`config.mk`:
```
export PLATFORM = sky130hd
export DESIGN_NAME = uart_rx_deser
export DESIGN_NICKNAME = d
export VERILOG_FILES = /design/src/rtl/uart_rx_pkg.sv /design/src/rtl/uart_rx_sync.sv /design/src/rtl/uart_rx_deser.sv
export SDC_FILE = /design/constraint.sdc
export NUM_CORES = 1
export LEC_CHECK = 0
export ABC_CLOCK_PERIOD_IN_PS = 2000
export CORE_ASPECT_RATIO = 0.75
export CORE_MARGIN = 8
export CORE_UTILIZATION = 56
export CTS_CLUSTER_DIAMETER = 50
export DETAILED_ROUTE_END_ITERATION = 8
export PLACE_DENSITY = 0.86
export SLEW_MARGIN = 20
export SYNTH_ARGS = -nofsm -noshare
export SYNTH_HDL_FRONTEND = slang
export SYNTH_SLANG_ARGS = --single-unit
```
`constraint.sdc`:
```
create_clock -name clk -period 2 [get_ports clk]
set_input_delay 0.5 -clock clk [delete_from_list [all_inputs] [get_ports clk]]
set_output_delay 0.5 -clock clk [all_outputs]
set_load 0.1 [all_outputs]
```
`src/rtl/uart_rx_pkg.sv`:
```
// rtl/uart_rx_pkg.sv - shared types and constants for the uart_rx_deser receiver
//
// Contents:
//   uart_rx_state_t      receiver FSM states (IDLE, START, DATA, STOP)
//   UART_N_BITS_DEF      default data bits per frame
//   UART_OVERSAMPLE_DEF  default clk cycles per bit
//   maj3()               2-of-3 majority vote, used when UART_RX_MAJORITY_EN is defined
package uart_rx_pkg;

  typedef enum logic [1:0] {
    IDLE  = 2'd0,
    START = 2'd1,
    DATA  = 2'd2,
    STOP  = 2'd3
  } uart_rx_state_t;

  localparam int UART_N_BITS_DEF     = 9;
  localparam int UART_OVERSAMPLE_DEF = 16;

  function automatic logic maj3(input logic a, input logic b, input logic c);
    return (a & b) | (a & c) | (b & c);
  endfunction

endpackage

```
`src/rtl/uart_rx_sync.sv`:
```
// rtl/uart_rx_sync.sv - 2-FF synchroniser for the raw rx line with falling-edge detect
//
// Ports:
//   clk        system clock
//   rst        asynchronous active-high reset, all flops reset to 1 (idle line)
//   rx_i       raw serial line, asynchronous to clk
//   rx_s_o     synchronised line
//   rx_fall_o  one-cycle pulse on the first cycle rx_s_o is low after being high
module uart_rx_sync (
  input  logic clk,
  input  logic rst,
  input  logic rx_i,
  output logic rx_s_o,
  output logic rx_fall_o
);

  logic meta_q;
  logic sync_q;
  logic prev_q;

  always_ff @(posedge clk or posedge rst) begin
    if (rst) begin
      meta_q <= 1'b1;
      sync_q <= 1'b1;
      prev_q <= 1'b1;
    end else begin
      meta_q <= rx_i;
      sync_q <= meta_q;
      prev_q <= sync_q;
    end
  end

  assign rx_s_o    = sync_q;
  assign rx_fall_o = prev_q & ~sync_q;

endmodule

```
`src/rtl/uart_rx_deser.sv`:
```
// rtl/uart_rx_deser.sv - oversampling UART receiver with valid/ready word output
//
// Parameters:
//   N_BITS      data bits per frame, LSB first (1..16)
//   OVERSAMPLE  clk cycles per bit, even (4..256)
// Ports:
//   clk          system clock
//   rst          asynchronous active-high reset
//   rx           raw serial line, idle high
//   data_o       last accepted word
//   valid_o      data_o holds an unconsumed word
//   ready_i      downstream accepts when valid_o && ready_i
//   run          active low: 0 while a frame is in progress
//   frame_err_o  one-cycle pulse when the stop bit is sampled low
//   overrun_o    one-cycle pulse when a good frame is dropped
// Build option:
//   UART_RX_MAJORITY_EN  2-of-3 majority around each mid-bit point,
//                        decisions move one cycle later
module uart_rx_deser
  import uart_rx_pkg::*;
#(
  parameter int N_BITS     = UART_N_BITS_DEF,
  parameter int OVERSAMPLE = UART_OVERSAMPLE_DEF
) (
  input  logic              clk,
  input  logic              rst,
  input  logic              rx,
  output logic [N_BITS-1:0] data_o,
  output logic              valid_o,
  input  logic              ready_i,
  output logic              run,
  output logic              frame_err_o,
  output logic              overrun_o
);

  localparam int TW = $clog2(OVERSAMPLE);
  localparam int BW = $clog2(N_BITS + 1);

  // START counts from the falling edge, so its decision is half a bit in;
  // every later decision is one full bit after the previous one.
`ifdef UART_RX_MAJORITY_EN
  localparam logic [TW-1:0] START_TICK = TW'(OVERSAMPLE / 2);
`else
  localparam logic [TW-1:0] START_TICK = TW'(OVERSAMPLE / 2 - 1);
`endif
  localparam logic [TW-1:0] BIT_TICK = TW'(OVERSAMPLE - 1);
  localparam logic [BW-1:0] LAST_BIT = BW'(N_BITS - 1);

  logic rx_s;
  logic rx_fall;
  logic sample;

  uart_rx_state_t    state_q, state_d;
  logic [TW-1:0]     tick_q, tick_d;
  logic [BW-1:0]     bitcnt_q, bitcnt_d;
  logic [N_BITS-1:0] shreg_q, shreg_d;
  logic [N_BITS-1:0] data_q, data_d;
  logic              valid_q, valid_d;
  logic              ferr_q, ferr_d;
  logic              ovr_q, ovr_d;

  uart_rx_sync u_sync (
    .clk       (clk),
    .rst       (rst),
    .rx_i      (rx),
    .rx_s_o    (rx_s),
    .rx_fall_o (rx_fall)
  );

`ifdef UART_RX_MAJORITY_EN
  // hist_q[0] is rx_s one cycle ago, hist_q[1] two cycles ago, so at the
  // decision tick the vote covers mid-1, mid and mid+1.
  logic [1:0] hist_q;

  always_ff @(posedge clk or posedge rst) begin
    if (rst) begin
      hist_q <= 2'b11;
    end else begin
      hist_q <= {hist_q[0], rx_s};
    end
  end

  assign sample = maj3(hist_q[1], hist_q[0], rx_s);
`else
  assign sample = rx_s;
`endif

  // State and datapath registers
  always_ff @(posedge clk or posedge rst) begin
    if (rst) begin
      state_q  <= IDLE;
      tick_q   <= '0;
      bitcnt_q <= '0;
      shreg_q  <= '0;
      data_q   <= '0;
      valid_q  <= 1'b0;
      ferr_q   <= 1'b0;
      ovr_q    <= 1'b0;
    end else begin
      state_q  <= state_d;
      tick_q   <= tick_d;
      bitcnt_q <= bitcnt_d;
      shreg_q  <= shreg_d;
      data_q   <= data_d;
      valid_q  <= valid_d;
      ferr_q   <= ferr_d;
      ovr_q    <= ovr_d;
    end
  end

  // Next-state and datapath update
  always_comb begin
    state_d  = state_q;
    tick_d   = tick_q;
    bitcnt_d = bitcnt_q;
    shreg_d  = shreg_q;
    data_d   = data_q;
    valid_d  = valid_q;
    ferr_d   = 1'b0;
    ovr_d    = 1'b0;

    if (valid_q && ready_i) begin
      valid_d = 1'b0;
    end

    unique case (state_q)
      IDLE: begin
        if (rx_fall) begin
          tick_d  = '0;
          state_d = START;
        end
      end

      START: begin
        if (tick_q == START_TICK) begin
          if (sample) begin
            state_d = IDLE;
          end else begin
            tick_d   = '0;
            bitcnt_d = '0;
            state_d  = DATA;
          end
        end else begin
          tick_d = tick_q + 1'b1;
        end
      end

      DATA: begin
        if (tick_q == BIT_TICK) begin
          for (int i = 0; i < N_BITS; i++) begin
            if (bitcnt_q == BW'(i)) begin
              shreg_d[i] = sample;
            end
          end
          tick_d = '0;
          if (bitcnt_q == LAST_BIT) begin
            state_d = STOP;
          end else begin
            bitcnt_d = bitcnt_q + 1'b1;
          end
        end else begin
          tick_d = tick_q + 1'b1;
        end
      end

      STOP: begin
        if (tick_q == BIT_TICK) begin
          state_d = IDLE;
          if (sample) begin
            // A handshake on this same cycle frees the slot, so the load wins.
            if (!valid_q || ready_i) begin
              data_d  = shreg_q;
              valid_d = 1'b1;
            end else begin
              ovr_d = 1'b1;
            end
          end else begin
            ferr_d = 1'b1;
          end
        end else begin
          tick_d = tick_q + 1'b1;
        end
      end

      default: begin
        state_d = IDLE;
      end
    endcase
  end

  // Outputs
  always_comb begin
    run         = (state_q == IDLE);
    data_o      = data_q;
    valid_o     = valid_q;
    frame_err_o = ferr_q;
    overrun_o   = ovr_q;
  end

endmodule

```
# ---- Word level (Yosys, flattened, before mapping)
# Index checks and enable logic that the tools add are counted.
dict set report word_totals {
  wordCells 93
  latchBits 0
  romBits 0
  output_inout_bits 13
  reg_bits 34
  in_bits 4
  n_memories 0
  mem_bits_rw 0
}
dict set report classes {
  magnitude_cmp 0
  n_eq_ne 22
  n_mux 29
  bitwise 2
  reduce_logical 19
  div 0
  shifts 0
  multipliers 0
  add_sub_neg 2
}
# operator count
set op_table {}
lappend op_table {{$mux W4} 8}
lappend op_table {{$reduce_and A3 Y1} 10}
lappend op_table {{$eq A4 B3 Y1 const B} 5}
lappend op_table {{$pmux W4 S4} 1}
lappend op_table {{$ne A2 B2 Y1 const B} 7}
lappend op_table {{$mux W1} 12}
lappend op_table {{$mux W2} 6}
lappend op_table {{$reduce_and A5 Y1} 2}
lappend op_table {{$add A4 B1 Y4 const B} 2}
lappend op_table {{$eq A4 B2 Y1 const B} 2}
lappend op_table {{$eq A4 B4 Y1 const B} 2}
lappend op_table {{$pmux W2 S4} 1}
lappend op_table {{$pmux W4 S2} 1}
lappend op_table {{$eq A2 B2 Y1 const B} 2}
lappend op_table {{$eq A4 B1 Y1 const B} 1}
lappend op_table {{$logic_not A4 Y1} 1}
lappend op_table {{$reduce_and A4 Y1} 1}
lappend op_table {{$ne A3 B3 Y1 const B} 1}
lappend op_table {{$eq A2 B1 Y1 const B} 1}
lappend op_table {{$logic_not A2 Y1} 1}
lappend op_table {{$ne A2 B1 Y1 const B} 1}
lappend op_table {{$reduce_bool A2 Y1} 1}
lappend op_table {{$and A1 B1 Y1} 1}
lappend op_table {{$logic_and A1 B1 Y1} 1}
lappend op_table {{3 further kinds} 3}

# ---- Depth between registers and ports, before layout
dict set report depth {
  ltp_word 6
  ltp_mapped 7
  mapped_depth_nobuf 6
}

# ---- Modules after synthesis
# From an unflattened synthesis, not the netlist that was laid out.
dict set report unflattened {
  hier_cells 146
  area_unflattened_um2 1646.6
}
# mod area_per_inst_um2 instances cells_each seq_area_each_um2
set modules_own_cells {}
lappend modules_own_cells {uart_rx_deser 1550.2 1 141 775.7}
lappend modules_own_cells {uart_rx_sync 96.3 1 5 78.8}

# ---- Worst setup path after synthesis
# Ideal clock, no wire load.
dict set report synth_path {
  kind {register to register}
  startpoint {reg state_q[0]}
  endpoint {reg tick_q[2]}
  arrival_time_ns 2.312
  t_required_ns 1.876
  slack_ns -0.435
  stages_incl_launch_ff 5
  setup_time_ns 0.124
  period_less_slack_ns 2.435
  path_cell_list {dfrtp_1 buf_2 nor2_1 nor2_1 a211o_1}
}
dict set report synth_via {
  elab_chain_len 3
  elab_cells_between_ends 9
  cone_classes {eq/ne (6); mux (1); reduce/logical (2)}
}
# item line_no
set synth_rtl {}
lappend synth_rtl {{from (decl)} uart_rx_deser.sv:53} ;# uart_rx_state_t state_q, state_d;
lappend synth_rtl {{from (signal assigned)} uart_rx_deser.sv:100} ;# state_q <= state_d;
lappend synth_rtl {{$logic_not A2 Y1 (*)} --}
lappend synth_rtl {{named net run} uart_rx_deser.sv:31} ;# output logic run,
lappend synth_rtl {{$ne A2 B1 Y1 (no line)} --}
lappend synth_rtl {{$reduce_and A3 Y1 (no line)} --}
lappend synth_rtl {{to (signal assigned)} uart_rx_deser.sv:101} ;# tick_q <= tick_d;
lappend synth_rtl {{to (decl)} uart_rx_deser.sv:54} ;# logic [TW-1:0] tick_q, tick_d;
# Mark *: on every way through the listed nets, which the timed path passes. The rest lies on a longest branch.
# A chain may end at the register's enable or synchronous reset.

# ---- Final worst setup path
dict set report layout_path {
  startpoint {reg state_q[0]}
  endpoint {out run}
}
dict set report layout_via {
  elab_chain_len 1
}
# item line_no
set layout_rtl {}
lappend layout_rtl {{$logic_not A2 Y1} uart_rx_deser.sv:193} ;# run = (state_q == IDLE);
lappend layout_rtl {{to (decl)} uart_rx_deser.sv:31}
# No other way between the ends.

==> impl_metrics.yaml <==
setup_path:
  worstSetupEndpointType: "output pin"
  path_class: "flop to output pin"
  crit_fanout: 8
  cp_slowest_stage_delay_ns: 0.47
  arrival_ns: 1.39
  startpoint_type: "flop"
  worstPathCellList: "buf_4 -> nor2_2 -> buf_12"
  worstPathRequired_ns: 1.50
  slowest_stage: "dfrtp_1"
logic_synthesis:
  ys_types: 44
  synth_warnings: 0
  yosys.area_share.adder: 0.03566
  ys_seq_elements: 34
  synth_compound_area_frac: 0.1034
  synth_edf_count: 0
  synth-simple-area-share: 0.1961
  syn_inst: 149
  synthFlopType: "dfrtp_1"
  async_flop_share: 1.000
  synth_top_family_by_area: "simple AND/OR/NAND/NOR gates"
  synth_fp_nets: 158
  synth_area_um2: 1754
  synth_area_leader_cell: "dfrtp_1"
  ys_seq_area_frac: 0.4872
  synth_most_common_cell: "dfrtp_1"
  yosys.area_share.xor_xnor: 0.004993
  yosys-top-cells-area: "dfrtp_1, mux2_4, mux2_1"
  avgSynthCellArea_um2: 11.77
  yosys-top-cells-count: "dfrtp_1, nand2_1, nor2_1"
  synth.mux.area_fraction: 0.1284
  yosys.area.top_type_share: 0.4422
global_route:
  overflow: 0
  grt_pass1_wl_um: 6210
  grt_pass1_vias: 1242
  grt_usage: 0.1558
  grt_start_max_net_pins: 35
  antenna_found_initial: 0
die:
  die_y_um: 64.47
  io_pins: 17
  design.die.area_um2: 5198
  die_w_um: 80.63
  start_util: 0.5933
  coreArea_um2: 2957
  rows: 17
power:
  p_clk_frac: 0.275
  powerDensity_nw_per_um2: 1081
  ir_drop_mv: 0.8518
  p_sw_frac: 0.3560
  p_comb_frac: 0.333
  internal_power_w: 0.001512
  pwr-share-seq: 0.392
  total_power_w: 0.002348
  switchingPower_w: 0.0008361
  leakagePower_nw: 0.9626
detailed_routing:
  vias_per_cell: 5.894
  vias: 1226
  totalWireLength_um: 3666
  drtIter0Drc: 104
  drtPass1Iterations: 4
  ant_nets: 0
  wl_per_cell_um: 17.63
  route.detailed.drc: 0
timing:
  timing.slew.headroom: 0.7142
  max_freq_mhz: 529.0
  setup_tns_ns: 0
  rsz0062_at_grt: "false"
  finalClockSkew_ns: 0.008609
  min_period_ns: 1.890
  slew_viol_final: 0
  setup_violations: 0
  hold_violations: 0
  post-route-period-util: 0.9452
  worst_slew_pin_slew_ns: 0.4286
finish:
  diodes: 0
  areaGrowthSynthToFinish_pct: 23.89
  fin_util: 0.7351
  nNetsFinal: 178
  n_fill_cell: 179
  drive_gt1_frac: 0.3000
  final_cell_count_no_fill: 208
placed_design:
  dp.cells: 200
  hpwl_um: 2563
  io_buffers: 16
  gp_congestion: 0.9546
clock_tree:
  clock_latency_ns: 0.29
  h-tree-depth: 2
  cts_sinks: 34
  hold_buffers: 0
  cts_setup_buffers: 0
  clock_path_buffers: 2
  cts_root_buffer: "clkbuf_8"
  tritoncts.num_buffers: 5
  cts_tree: "yes"
  cts.repair.resized: 0
  path_clk_slew_ns: 0.07
min_path:
  hp-class: "flop to flop"
run_status:
  status: "finished clean"
run:
  drv_cap: 0
[cells by family (layout without fill, tap and decap cells)]
group           count (synthesis)  after routing
mux                            17             17
buf+inv                        12             33
simple gates                   55             55
flops                          34             34
compound gates                 25             25
xor+xnor                        1              1
fa+ha+maj                       5              5
[power groups by stage]
stage                     combinational (W)  sequential [W]  clock (W)
final                              0.000783        0.000920   0.000646
after global routing               0.000843        0.000935   0.000695
after CTS                          0.000779        0.000915   0.000660
after detailed placement           0.000771        0.000925          0
after global placement             0.000734        0.000917          0
after floorplan                    0.000669        0.000876          0
[layer usage]
metal	up-vias	wire length (µm)	GRT usage
met2	51	1702	0.2218
met4	0	72	0.08145
met3	11	273	0.05096
met1	603	1617	0.2051
met5	-	0	0
li1	561	-	-
[state kept, by name (all words and copies together) (netlist names), named ones only]
| name | count |
|---|---|
| tick_q | 4 |
| shreg_q | 9 |
| bitcnt_q | 4 |
| data_o | 9 |
| u_sync.prev_q | 1 |
| u_sync.meta_q | 1 |
| frame_err_o | 1 |
| state_q | 1 |
| overrun_o | 1 |
| u_sync.rx_s_o | 1 |
| valid_o | 1 |
[per-stage QoR]
stage / hold WS, ns / area, µm² / worst slack (ns)
finish: 0.3625 / 2173 / 0.1096
global route: 0.3675 / 2173 / 0.03169
CTS: 0.3633 / 2173 / 0.1135
detailed placement: 0.3499 / 2057 / 0.1492
global placement: 0.3499 / 2057 / 0.1630
floorplan: 0.3452 / 1757 / 0.07332
[placed cells by master, fill, tap and decap left out, types with 2 or more instances in the layout]
cell	count
mux2_1	8
dfrtp_1	31
dfstp_2	3
buf_4	6
ha_1	5
inv_1	4
o21ai_0	8
o22a_1	2
nor2_1	9
clkbuf_8	6
a21oi_1	2
nand3_1	6
nand2_1	17
clkdlybuf4s50_1	3
nor2b_1	2
or3_1	2
and3_1	3
mux2_4	9
a211o_1	2
nand2b_1	4
buf_12	12
[path summary, 6_finish.rpt]
| kind | slack (ns) | depth (start not counted) | to | from |
|---|---|---|---|---|
| setup reg to reg | 0.22 | 5 | data_o[8] | tick_q[3] |
| setup / recovery | 0.11 | 3 | run | state_q[0] |
| hold / removal | 0.36 | 0 | u_sync.rx_s_o | u_sync.meta_q |
| hold reg to reg | 0.36 | 0 | u_sync.rx_s_o | u_sync.meta_q |
| min in group asynchronous | 0.62 | 3 | tick_q[0] | rst |
| max in group asynchronous | 1.05 | 3 | u_sync.rx_s_o | rst |
[critical path: cells and delay by family, from the launching register on]
kind,cells,cell delay (ns)
flops,1,0.47
buf+inv,2,0.41
simple gates,1,0.22
[final cells by class]
class                           instances  area, µm²  area share
Timing Repair Buffer                   21      315.3      0.1451
Sequential cell                        34      854.6      0.3932
Clock inverter                          1      30.03     0.01382
Multi-Input combinational cell        103      824.5      0.3794
Tap cell                               38      47.55     0.02188
Inverter                                4      15.01    0.006908
Clock buffer                            7      86.33     0.03972
No activity file was read; power rests on OpenSTA's default activity.
